--- src/rtl/uart_tx_arbiter.sv ---
// Round-robin share of one UART Tx between RX echo and manual bytes; valid pulse to tx_send is 3 cycles.
// No backpressure: one pending byte per source, extra bytes are dropped into sticky ovf; busy handshake times out.
module uart_tx_arbiter #(
    parameter logic [19:0] ACK_TIMEOUT = 20'd1000000
) (
    input  logic       src_clk,
    input  logic       rst_n,
    input  logic       ena,
    input  logic       rx_valid,
    input  logic [7:0] rx_data,
    input  logic       sw_valid,
    input  logic [7:0] sw_data,
    input  logic       tx_bussy,
    output logic       tx_send,
    output logic [7:0] tx_data,
    output logic       grant_src,
    output logic       active,
    output logic [1:0] ovf,
    output logic       timeout_err
);
    typedef enum logic [1:0] {IDLE, LOAD, ASSERT, WAIT_DONE} state_t;

    state_t      state_q, state_d;
    logic [1:0]  pend_q, pend_d;
    logic [7:0]  rx_buf_q, rx_buf_d;
    logic [7:0]  sw_buf_q, sw_buf_d;
    logic        send_q, send_d;
    logic [7:0]  data_q, data_d;
    logic        src_q, src_d;
    logic        last_q, last_d;
    logic [1:0]  ovf_q, ovf_d;
    logic        terr_q, terr_d;
    logic [19:0] cnt_q, cnt_d;
    logic        bsy_s1_q, bsy_s2_q;
    logic        grant;
    logic        sel;
    logic        cnt_exp;

    always_ff @(posedge src_clk) begin
        if (!rst_n) begin
            state_q  <= IDLE;
            pend_q   <= 2'b00;
            rx_buf_q <= 8'h00;
            sw_buf_q <= 8'h00;
            send_q   <= 1'b0;
            data_q   <= 8'h00;
            src_q    <= 1'b0;
            last_q   <= 1'b1;
            ovf_q    <= 2'b00;
            terr_q   <= 1'b0;
            cnt_q    <= 20'd0;
            bsy_s1_q <= 1'b0;
            bsy_s2_q <= 1'b0;
        end else begin
            state_q  <= state_d;
            pend_q   <= pend_d;
            rx_buf_q <= rx_buf_d;
            sw_buf_q <= sw_buf_d;
            send_q   <= send_d;
            data_q   <= data_d;
            src_q    <= src_d;
            last_q   <= last_d;
            ovf_q    <= ovf_d;
            terr_q   <= terr_d;
            cnt_q    <= cnt_d;
            bsy_s1_q <= tx_bussy;
            bsy_s2_q <= bsy_s1_q;
        end
    end

    always_comb begin
        state_d  = state_q;
        send_d   = send_q;
        data_d   = data_q;
        src_d    = src_q;
        last_d   = last_q;
        terr_d   = terr_q;
        cnt_d    = (cnt_q == 20'hFFFFF) ? cnt_q : cnt_q + 20'd1;
        cnt_exp  = (cnt_q == ACK_TIMEOUT - 20'd1);
        grant    = 1'b0;
        sel      = 1'b0;
        pend_d   = pend_q;
        rx_buf_d = rx_buf_q;
        sw_buf_d = sw_buf_q;
        ovf_d    = ovf_q;

        case (state_q)
            IDLE: begin
                cnt_d = cnt_q;
                if (ena && (pend_q != 2'b00)) begin
                    grant   = 1'b1;
                    // On a tie the source that did not finish last wins.
                    sel     = (pend_q == 2'b11) ? ~last_q : pend_q[1];
                    data_d  = sel ? sw_buf_q : rx_buf_q;
                    src_d   = sel;
                    cnt_d   = 20'd0;
                    state_d = LOAD;
                end
            end
            LOAD: begin
                cnt_d   = cnt_q;
                send_d  = 1'b1;
                state_d = ASSERT;
            end
            ASSERT: begin
                if (bsy_s2_q) begin
                    send_d  = 1'b0;
                    cnt_d   = 20'd0;
                    state_d = WAIT_DONE;
                end else if (cnt_exp) begin
                    send_d  = 1'b0;
                    terr_d  = 1'b1;
                    state_d = IDLE;
                end
            end
            WAIT_DONE: begin
                if (!bsy_s2_q) begin
                    last_d  = src_q;
                    state_d = IDLE;
                end else if (cnt_exp) begin
                    terr_d  = 1'b1;
                    state_d = IDLE;
                end
            end
            default: state_d = IDLE;
        endcase

        if (!ena) begin
            pend_d = 2'b00;
        end else begin
            if (grant) pend_d[sel] = 1'b0;
            // A byte arriving in its own grant cycle refills the slot instead of overflowing.
            if (rx_valid) begin
                if (!pend_q[0] || (grant && !sel)) begin
                    rx_buf_d  = rx_data;
                    pend_d[0] = 1'b1;
                end else begin
                    ovf_d[0] = 1'b1;
                end
            end
            if (sw_valid) begin
                if (!pend_q[1] || (grant && sel)) begin
                    sw_buf_d  = sw_data;
                    pend_d[1] = 1'b1;
                end else begin
                    ovf_d[1] = 1'b1;
                end
            end
        end
    end

    assign tx_send     = send_q;
    assign tx_data     = data_q;
    assign grant_src   = src_q;
    assign active      = (state_q != IDLE);
    assign ovf         = ovf_q;
    assign timeout_err = terr_q;
endmodule

--- config.mk ---
export PLATFORM = sky130hd
export DESIGN_NAME = uart_tx_arbiter
export DESIGN_NICKNAME = d
export VERILOG_FILES = /design/src/rtl/uart_tx_arbiter.sv
export SDC_FILE = /design/constraint.sdc
export NUM_CORES = 1
export LEC_CHECK = 0
export BUFFER_PORTS_ARGS = -buffer_cell sky130_fd_sc_hd__buf_4
export CORE_ASPECT_RATIO = 0.6
export CORE_MARGIN = 1
export CORE_UTILIZATION = 55
export CTS_BUF_LIST = sky130_fd_sc_hd__clkbuf_4 sky130_fd_sc_hd__clkbuf_8
export DETAILED_ROUTE_END_ITERATION = 7
export GPL_TIMING_DRIVEN = 0
export HOLD_SLACK_MARGIN = 0.12
export PLACE_DENSITY = 0.77
export SETUP_SLACK_MARGIN = 0.4
export SLEW_MARGIN = 20
export SYNTH_ARGS = -nofsm -noshare
export SYNTH_HDL_FRONTEND = slang
export SYNTH_SLANG_ARGS = --single-unit
--- constraint.sdc ---
create_clock -name src_clk -period 2.2 [get_ports src_clk]
set_input_delay 0.33 -clock src_clk [delete_from_list [all_inputs] [get_ports src_clk]]
set_output_delay 0.33 -clock src_clk [all_outputs]
set_load 0.005 [all_outputs]
# Word-level counts from Yosys, hierarchy flattened
# Index checks and enable logic that the tools add are counted.
[classes] add_sub_neg=1 order_cmp=2 n_eq_ne=10 mux=29 bitwise=7 reduce_logical=24
[op_table] cell="20-bit 2-to-1 mux" count=3
[op_table] cell="20-bit case mux with 3 select lines" count=1
[op_table] cell="20-bit == test (second input constant)" count=2
[op_table] cell="20-bit by 1-bit adder with 20-bit output (second input constant)" count=1
[op_table] cell="1-bit 2-to-1 mux" count=15
[op_table] cell="3-bit AND reduction" count=5
[op_table] cell="2-bit 2-to-1 mux" count=5
[op_table] cell="2-bit AND reduction" count=5
[op_table] cell="8-bit 2-to-1 mux" count=1
[op_table] cell="2-bit case mux with 4 select lines" count=1
[op_table] cell="2-bit nonzero test" count=4
[op_table] cell="2-bit == test (second input constant)" count=3
[op_table] cell="2-bit != test (second input constant)" count=3
[op_table] cell="1-bit NOT" count=5
[op_table] cell="1-bit logical AND" count=4
[op_table] cell="1-bit case mux with 2 select lines" count=2
[op_table] cell="1-bit logical NOT" count=3
[op_table] cell="3-bit != test (second input constant)" count=1
[op_table] cell="2-bit bitwise AND" count=1
[op_table] cell="2-bit by 1-bit == test with 1-bit output (second input constant)" count=1
[op_table] cell="2-bit logical NOT" count=1
[op_table] cell="1-bit logical OR" count=2
[op_table] cell="1-bit by 2-bit < comparator with 1-bit output (second input constant)" count=1
[op_table] cell="2-bit NOT" count=1
[op_table] cell="2 further kinds" count=2
[word_totals] reg_bits=56 input_bits=22 elab_cells=87

# Logic depth before layout (Yosys ltp)
[depth] ltp_word=13 mapped_depth=7

# Worst setup path after synthesis
# No wires, ideal clock.
[synth_timing] path_kind="register to register" start="register state_q[0]" end="register rx_buf_q[0]" arrival_time_ns=1.502 required_ns=2.072 slack_ns=0.570 path_stages_with_launch=8 n_path_buf=2 synth_period_minus_slack_ns=1.630 cell_sequence="dfxtp_1 > buf_2 > or3b_4 > o21ai_2 > and2b_1 > buf_6 > mux2i_1 > nor2_1"
[synth_via] elab_chain_cells=6 elab_cells_between_ends=7
[synth_rtl] element="start, declared" line_no="23" source="state_t state_q, state_d;"
[synth_rtl] element="start signal, assigned" line_no="55" source="state_q <= state_d;"
[synth_rtl] element="2-bit logical NOT (*)" line_no="87" source="case (state_q)"
[synth_rtl] element="1-bit 2-to-1 mux" line_no="87"
[synth_rtl] element="1-bit logical NOT" line_no="134" source="if (!pend_q[0] || (grant && !sel)) begin"
[synth_rtl] element="1-bit logical AND (*)" line_no="134"
[synth_rtl] element="1-bit logical OR (*)" line_no="134"
[synth_rtl] element="3-bit AND reduction (no line) (*)"
[synth_rtl] element="end signal, assigned" line_no="57" source="rx_buf_q <= rx_buf_d;"
[synth_rtl] element="end, declared" line_no="25" source="logic [7:0] rx_buf_q, rx_buf_d;"
# Mark *: on every way between the ends. The rest lies on a longest branch, timed or not.
# A chain may end at the register's enable or synchronous reset.

# Worst setup path in the final report
[layout_timing] start="register state_q[0]" end="register sw_buf_q[4]"
[layout_via] elab_chain_cells=5 elab_cells_between_ends=6
[layout_rtl] element="2-bit logical NOT (*)" line_no="87"
[layout_rtl] element="1-bit 2-to-1 mux" line_no="87"
[layout_rtl] element="1-bit logical AND (*)" line_no="142" source="if (!pend_q[1] || (grant && sel)) begin"
[layout_rtl] element="1-bit logical OR (*)" line_no="142"
[layout_rtl] element="3-bit AND reduction (no line) (*)"
[layout_rtl] element="end signal, assigned" line_no="58" source="sw_buf_q <= sw_buf_d;"
[layout_rtl] element="end, declared" line_no="26" source="logic [7:0] sw_buf_q, sw_buf_d;"
# Marks and branches as above.

==> PnR_summary.wiki <==
{| class="wikitable"
! Metric !! Value
|-
| Area growth syn-to-layout || 23.2%
|-
| Warnings from Yosys || 0
|-
| Number of rows in the core area || 18
|-
| Number of register bits inferred by synthesis || between 50 and 60
|-
| Most instantiated flip-flop cell in the synthesis netlist || sky130_fd_sc_hd__dfxtp_1
|-
| Routability cong. || about 0.87
|-
| Total core area || 0.00430 sq mm
|-
| Slew at the pin with the worst max-slew slack || 0.515 ns
|-
| Mean Syn Cell Area || between 8 and 9 sq um
|-
| Data arrival time at the worst-slack endpoint || between 1.5 and 2 ns
|-
| Maximum number of pins on one net before global-route repair || 17
|-
| Cell-by-cell listing of the critical path || buf_6, or3b_4, o21ai_4, and2b_1, buf_6, mux2i_1, nor2_1
|-
| Register area || roughly 0.0011 sq mm
|-
| Ant. Diodes || 0
|-
| H-Tree Depth || 2
|-
| Critical-path maximum fanout || 8
|-
| Final worst-path setup slack || between 0.4 and 0.5 ns
|-
| Horizontal extent of the die || between 90 and 100 um
|-
| Time the final worst path needs with I/O delays and setup || ~1.8 ns
|-
| Switching pwr || roughly 0.5 mW
|-
| Number of DRC markers after the initial detailed-route iteration || 152
|-
| Post-Route Setup TNS || 0 ns
|-
| Router iterations before antenna repair || 4
|-
| Maximum cell stage delay along the critical path || ~0.46 ns
|-
| Overall Global Routing Usage || 0.246
|-
| Dpl hpwl || approximately 4400 um
|-
| Maximum VDD drop || about 0.42 mV
|-
| Fill cells || between 300 and 400
|-
| Number of nets in the layout || approximately 360
|-
| RSZ-0062 raised after global routing || yes
|-
| Vias in the first global route || 1816
|-
| Internal power || roughly 1.6 mW
|-
| Starting utilization of the core area || 0.603
|-
| Master of the slowest instance on the critical path || sky130_fd_sc_hd__or3b_4
|-
| Remaining design rule violation count || 0
|-
| Number of synthesized flops with an enable pin || 0
|-
| Layout Cells excl Fill || about 400
|-
| Area enclosed by the die boundary || 0.00500 sq mm
|-
| Share of total power in sequential cells || 0.507
|-
| Mapped cell area || approximately 0.0026 sq mm
|-
| Remaining Overflow, GRT || 0
|-
| Root buffer cell || sky130_fd_sc_hd__clkbuf_8
|-
| Cell variety after synth || between 40 and 50
|-
| Global-route wire length before repair || between 9000 and 10000 um
|-
| Clk sink count || 56
|-
| Instance count of the mapped netlist || 289
|-
| Num ports || 36
|-
| Fraction of registers with async set or reset after synthesis || 0
|-
| Number of vias after detailed routing || roughly 2.2k
|-
| Status || finished, final reports clean
|-
| Average via count per standard cell || roughly 5.6
|-
| Count of input and output buffers || 35
|-
| Number of buffers created by CTS || 5
|-
| Final slew viol count || 0
|-
| Hold Path Origin || tx_bussy
|-
| Cell count after placement || ~380
|-
| Relative contribution of combinational cells to total power || 0.128
|-
| Maximum buffer depth of the clock tree || 2
|-
| Worst setup EP type || flop
|-
| Share of final-layout standard cells stronger than drive strength 1 || 0.231
|-
| Number of antenna violations at the first check in global routing || 0
|-
| Final setup violation count || 0
|-
| Drt total wl || between 5000 and 6000 um
|-
| Final routed wire length divided by cell count || around 15 um
|-
| Number of nets in the synthesized netlist || 312
|-
| Area taken by multi-input logic gates || between 0.001 and 0.0015 sq mm
|-
| Share of the yosys chip area belonging to registers || 0.432
|-
| Number of buffer and inverter stages on the critical path || 2
|-
| Antenna-violating nets left || 0
|-
| Worst flop-to-flop path startpoint || state_q[0]
|-
| Worst setup path class || flop to flop
|-
| Worst-Skew Late Latency || around 0.31 ns
|-
| Max transition margin || 0.657
|-
| Hold_buf cts || 0
|-
| Tcrit/Tclk final || 0.809
|-
| Most Frequent Cell on Critical Path || sky130_fd_sc_hd__buf_6
|-
| DP Worst Slack || ~0.35 ns
|-
| Pwr/cell area || between 600 and 700 mW/mm^2
|-
| Number of maximum-capacitance violations || 0
|-
| Required time at the endpoint of the critical path || approximately 2.4 ns
|-
| Top cell family by delay on the critical path || simple AND/OR/NAND/NOR gates
|-
| TritonCTS clock tree || yes
|-
| Clock slew at reported path FFs || approximately 0.09 ns
|-
| Number of hold violations in the final report || 0
|-
| Switching Share || 0.230
|-
| Clock share of power || 0.365
|-
| Type of element launching the critical path || flop
|-
| Worst clock skew on the final layout || 0.00584 ns
|-
| Highest attainable clock frequency || around 560 MHz
|-
| Class of the most critical hold timing path || input port to flop
|-
| Static Leakage || about 1.3 nW
|-
| CP startpoint || state_q[0]
|-
| Die boundary height || 55.2 um
|}
-- layout make-up --
class                      count  area share
multi-input combinational    212       0.445
inverter                       8     0.00940
tap                           60      0.0235
timing repair buffer          42      0.0979
clock inverter                 2      0.0188
sequential                    56       0.356
clock buffer                   5      0.0215
buffer                        13      0.0278
-- synth_stat cells, types with 2 or more instances --
master | number | share of area
sky130_fd_sc_hd__a211oi_1 | 8 | 0.023
sky130_fd_sc_hd__a21oi_1 | 7 | 0.014
sky130_fd_sc_hd__a31oi_1 | 3 | 0.0072
sky130_fd_sc_hd__a32oi_1 | 2 | 0.0068
sky130_fd_sc_hd__a41oi_1 | 3 | 0.010
sky130_fd_sc_hd__and2_1 | 5 | 0.012
sky130_fd_sc_hd__and2b_1 | 2 | 0.0058
sky130_fd_sc_hd__and3_1 | 7 | 0.017
sky130_fd_sc_hd__and4_1 | 3 | 0.010
sky130_fd_sc_hd__buf_2 | 5 | 0.0097
sky130_fd_sc_hd__buf_6 | 2 | 0.0087
sky130_fd_sc_hd__clkbuf_1 | 5 | 0.0072
sky130_fd_sc_hd__dfxtp_1 | 56 | 0.43
sky130_fd_sc_hd__inv_1 | 8 | 0.012
sky130_fd_sc_hd__mux2i_1 | 29 | 0.11
sky130_fd_sc_hd__nand2_1 | 14 | 0.020
sky130_fd_sc_hd__nand2b_1 | 4 | 0.0097
sky130_fd_sc_hd__nand3_1 | 7 | 0.014
sky130_fd_sc_hd__nand4_1 | 6 | 0.014
sky130_fd_sc_hd__nor2_1 | 55 | 0.080
sky130_fd_sc_hd__nor2b_1 | 5 | 0.012
sky130_fd_sc_hd__nor3_1 | 7 | 0.014
sky130_fd_sc_hd__nor4b_1 | 2 | 0.0068
sky130_fd_sc_hd__o2111ai_1 | 4 | 0.014
sky130_fd_sc_hd__o211a_1 | 2 | 0.0077
sky130_fd_sc_hd__o211ai_1 | 4 | 0.012
sky130_fd_sc_hd__o21ai_0 | 3 | 0.0058
sky130_fd_sc_hd__o21ai_1 | 2 | 0.0039
sky130_fd_sc_hd__o21ai_2 | 2 | 0.0068
sky130_fd_sc_hd__or2_2 | 2 | 0.0048
sky130_fd_sc_hd__or3_1 | 2 | 0.0048
sky130_fd_sc_hd__xnor2_1 | 2 | 0.0068
sky130_fd_sc_hd__xor2_1 | 8 | 0.027
-- cell usage in the layout (no fill, tap or decap), types with 6 or more instances in the layout --
master / netlist / layout
sky130_fd_sc_hd__nand3_1: 7 / 7
sky130_fd_sc_hd__a21oi_1: 7 / 7
sky130_fd_sc_hd__nand2_1: 14 / 14
sky130_fd_sc_hd__mux2i_1: 29 / 29
sky130_fd_sc_hd__a211oi_1: 8 / 8
sky130_fd_sc_hd__nor2_1: 55 / 54
sky130_fd_sc_hd__buf_4: 1 / 42
sky130_fd_sc_hd__and3_1: 7 / 7
sky130_fd_sc_hd__nor3_1: 7 / 6
sky130_fd_sc_hd__xor2_1: 8 / 8
sky130_fd_sc_hd__nand4_1: 6 / 6
sky130_fd_sc_hd__inv_1: 8 / 8
sky130_fd_sc_hd__dfxtp_1: 56 / 49
-- worst paths after layout --
check,end,slack (ns),cells past startpoint
max,sw_buf_q[4],0.42,7
min,bsy_s1_q,0.23,2
max reg2reg,sw_buf_q[4],0.42,7
min reg2reg,bsy_s2_q,0.44,1
-- cells by family after synthesis --
logic type / after synthesis / synth area share
xor gates and xnor gates: 10 / 0.0338
DFF: 56 / 0.432
adders and majority gates: 1 / 0.00483
and+or+nand+nor: 126 / 0.244
AOI/OAI and AO/OA: 45 / 0.128
muxes: 30 / 0.116
buffers and inverters: 21 / 0.0401
-- what timing repair did --
action / in CTS / in global routing
pin swaps: 1 / 6
gates cloned: 0 / 1
endpoints found under the setup margin: 13 / 35
buffers inserted: 1 / 5
gates resized for setup: 6 / 19
-- registers in the layout, indices dropped and copies added (netlist names), 2 cells and up --
register,cells
cnt_q,20
rx_buf_q,8
sw_buf_q,8
tx_data,8
ovf,2
pend_q,2
state_q,2
-- worst register-to-register path, cell delays in order (launching register included) --
cell and delay, ns:
sky130_fd_sc_hd__dfxtp_2 0.33, sky130_fd_sc_hd__buf_6 0.12, sky130_fd_sc_hd__or3b_4 0.46, sky130_fd_sc_hd__o21ai_4 0.17, sky130_fd_sc_hd__and2b_1 0.16, sky130_fd_sc_hd__buf_6 0.16
sky130_fd_sc_hd__mux2i_1 0.21, sky130_fd_sc_hd__nor2_1 0.05
-- metal layers --
layer | vias to the layer above | share of wire | global-route usage
met4 | 0 | 0.0034 | 0.0538
li1 | 1128 | - | -
met5 | - | 0 | 0
met2 | 84 | 0.36 | 0.309
met1 | 1011 | 0.56 | 0.394
met3 | 4 | 0.078 | 0.0669
-- power groups by stage --
stage | sequential (mW) | clock (mW) | combinational [mW]
CTS | 1.07 | 0.786 | 0.253
finish | 1.07 | 0.771 | 0.270
global route | 1.08 | 0.831 | 0.294
floorplan | 1.09 | 0 | 0.156
global placement | 1.10 | 0 | 0.245
detailed placement | 1.10 | 0 | 0.248
-- per-stage QoR --
step | power, mW | hold WS, ns | cell area, sq um | util
after global routing | 2.20 | 0.245 | 3190 | 0.743
after floorplan | 1.25 | 0.412 | 2590 | -
after CTS | 2.11 | 0.230 | 3090 | 0.717
after global placement | 1.34 | 0.416 | 2930 | 0.681
final | 2.11 | 0.233 | 3190 | 0.743
after detailed placement | 1.34 | 0.420 | 2930 | 0.681
(Power assumes the default switching activity.)
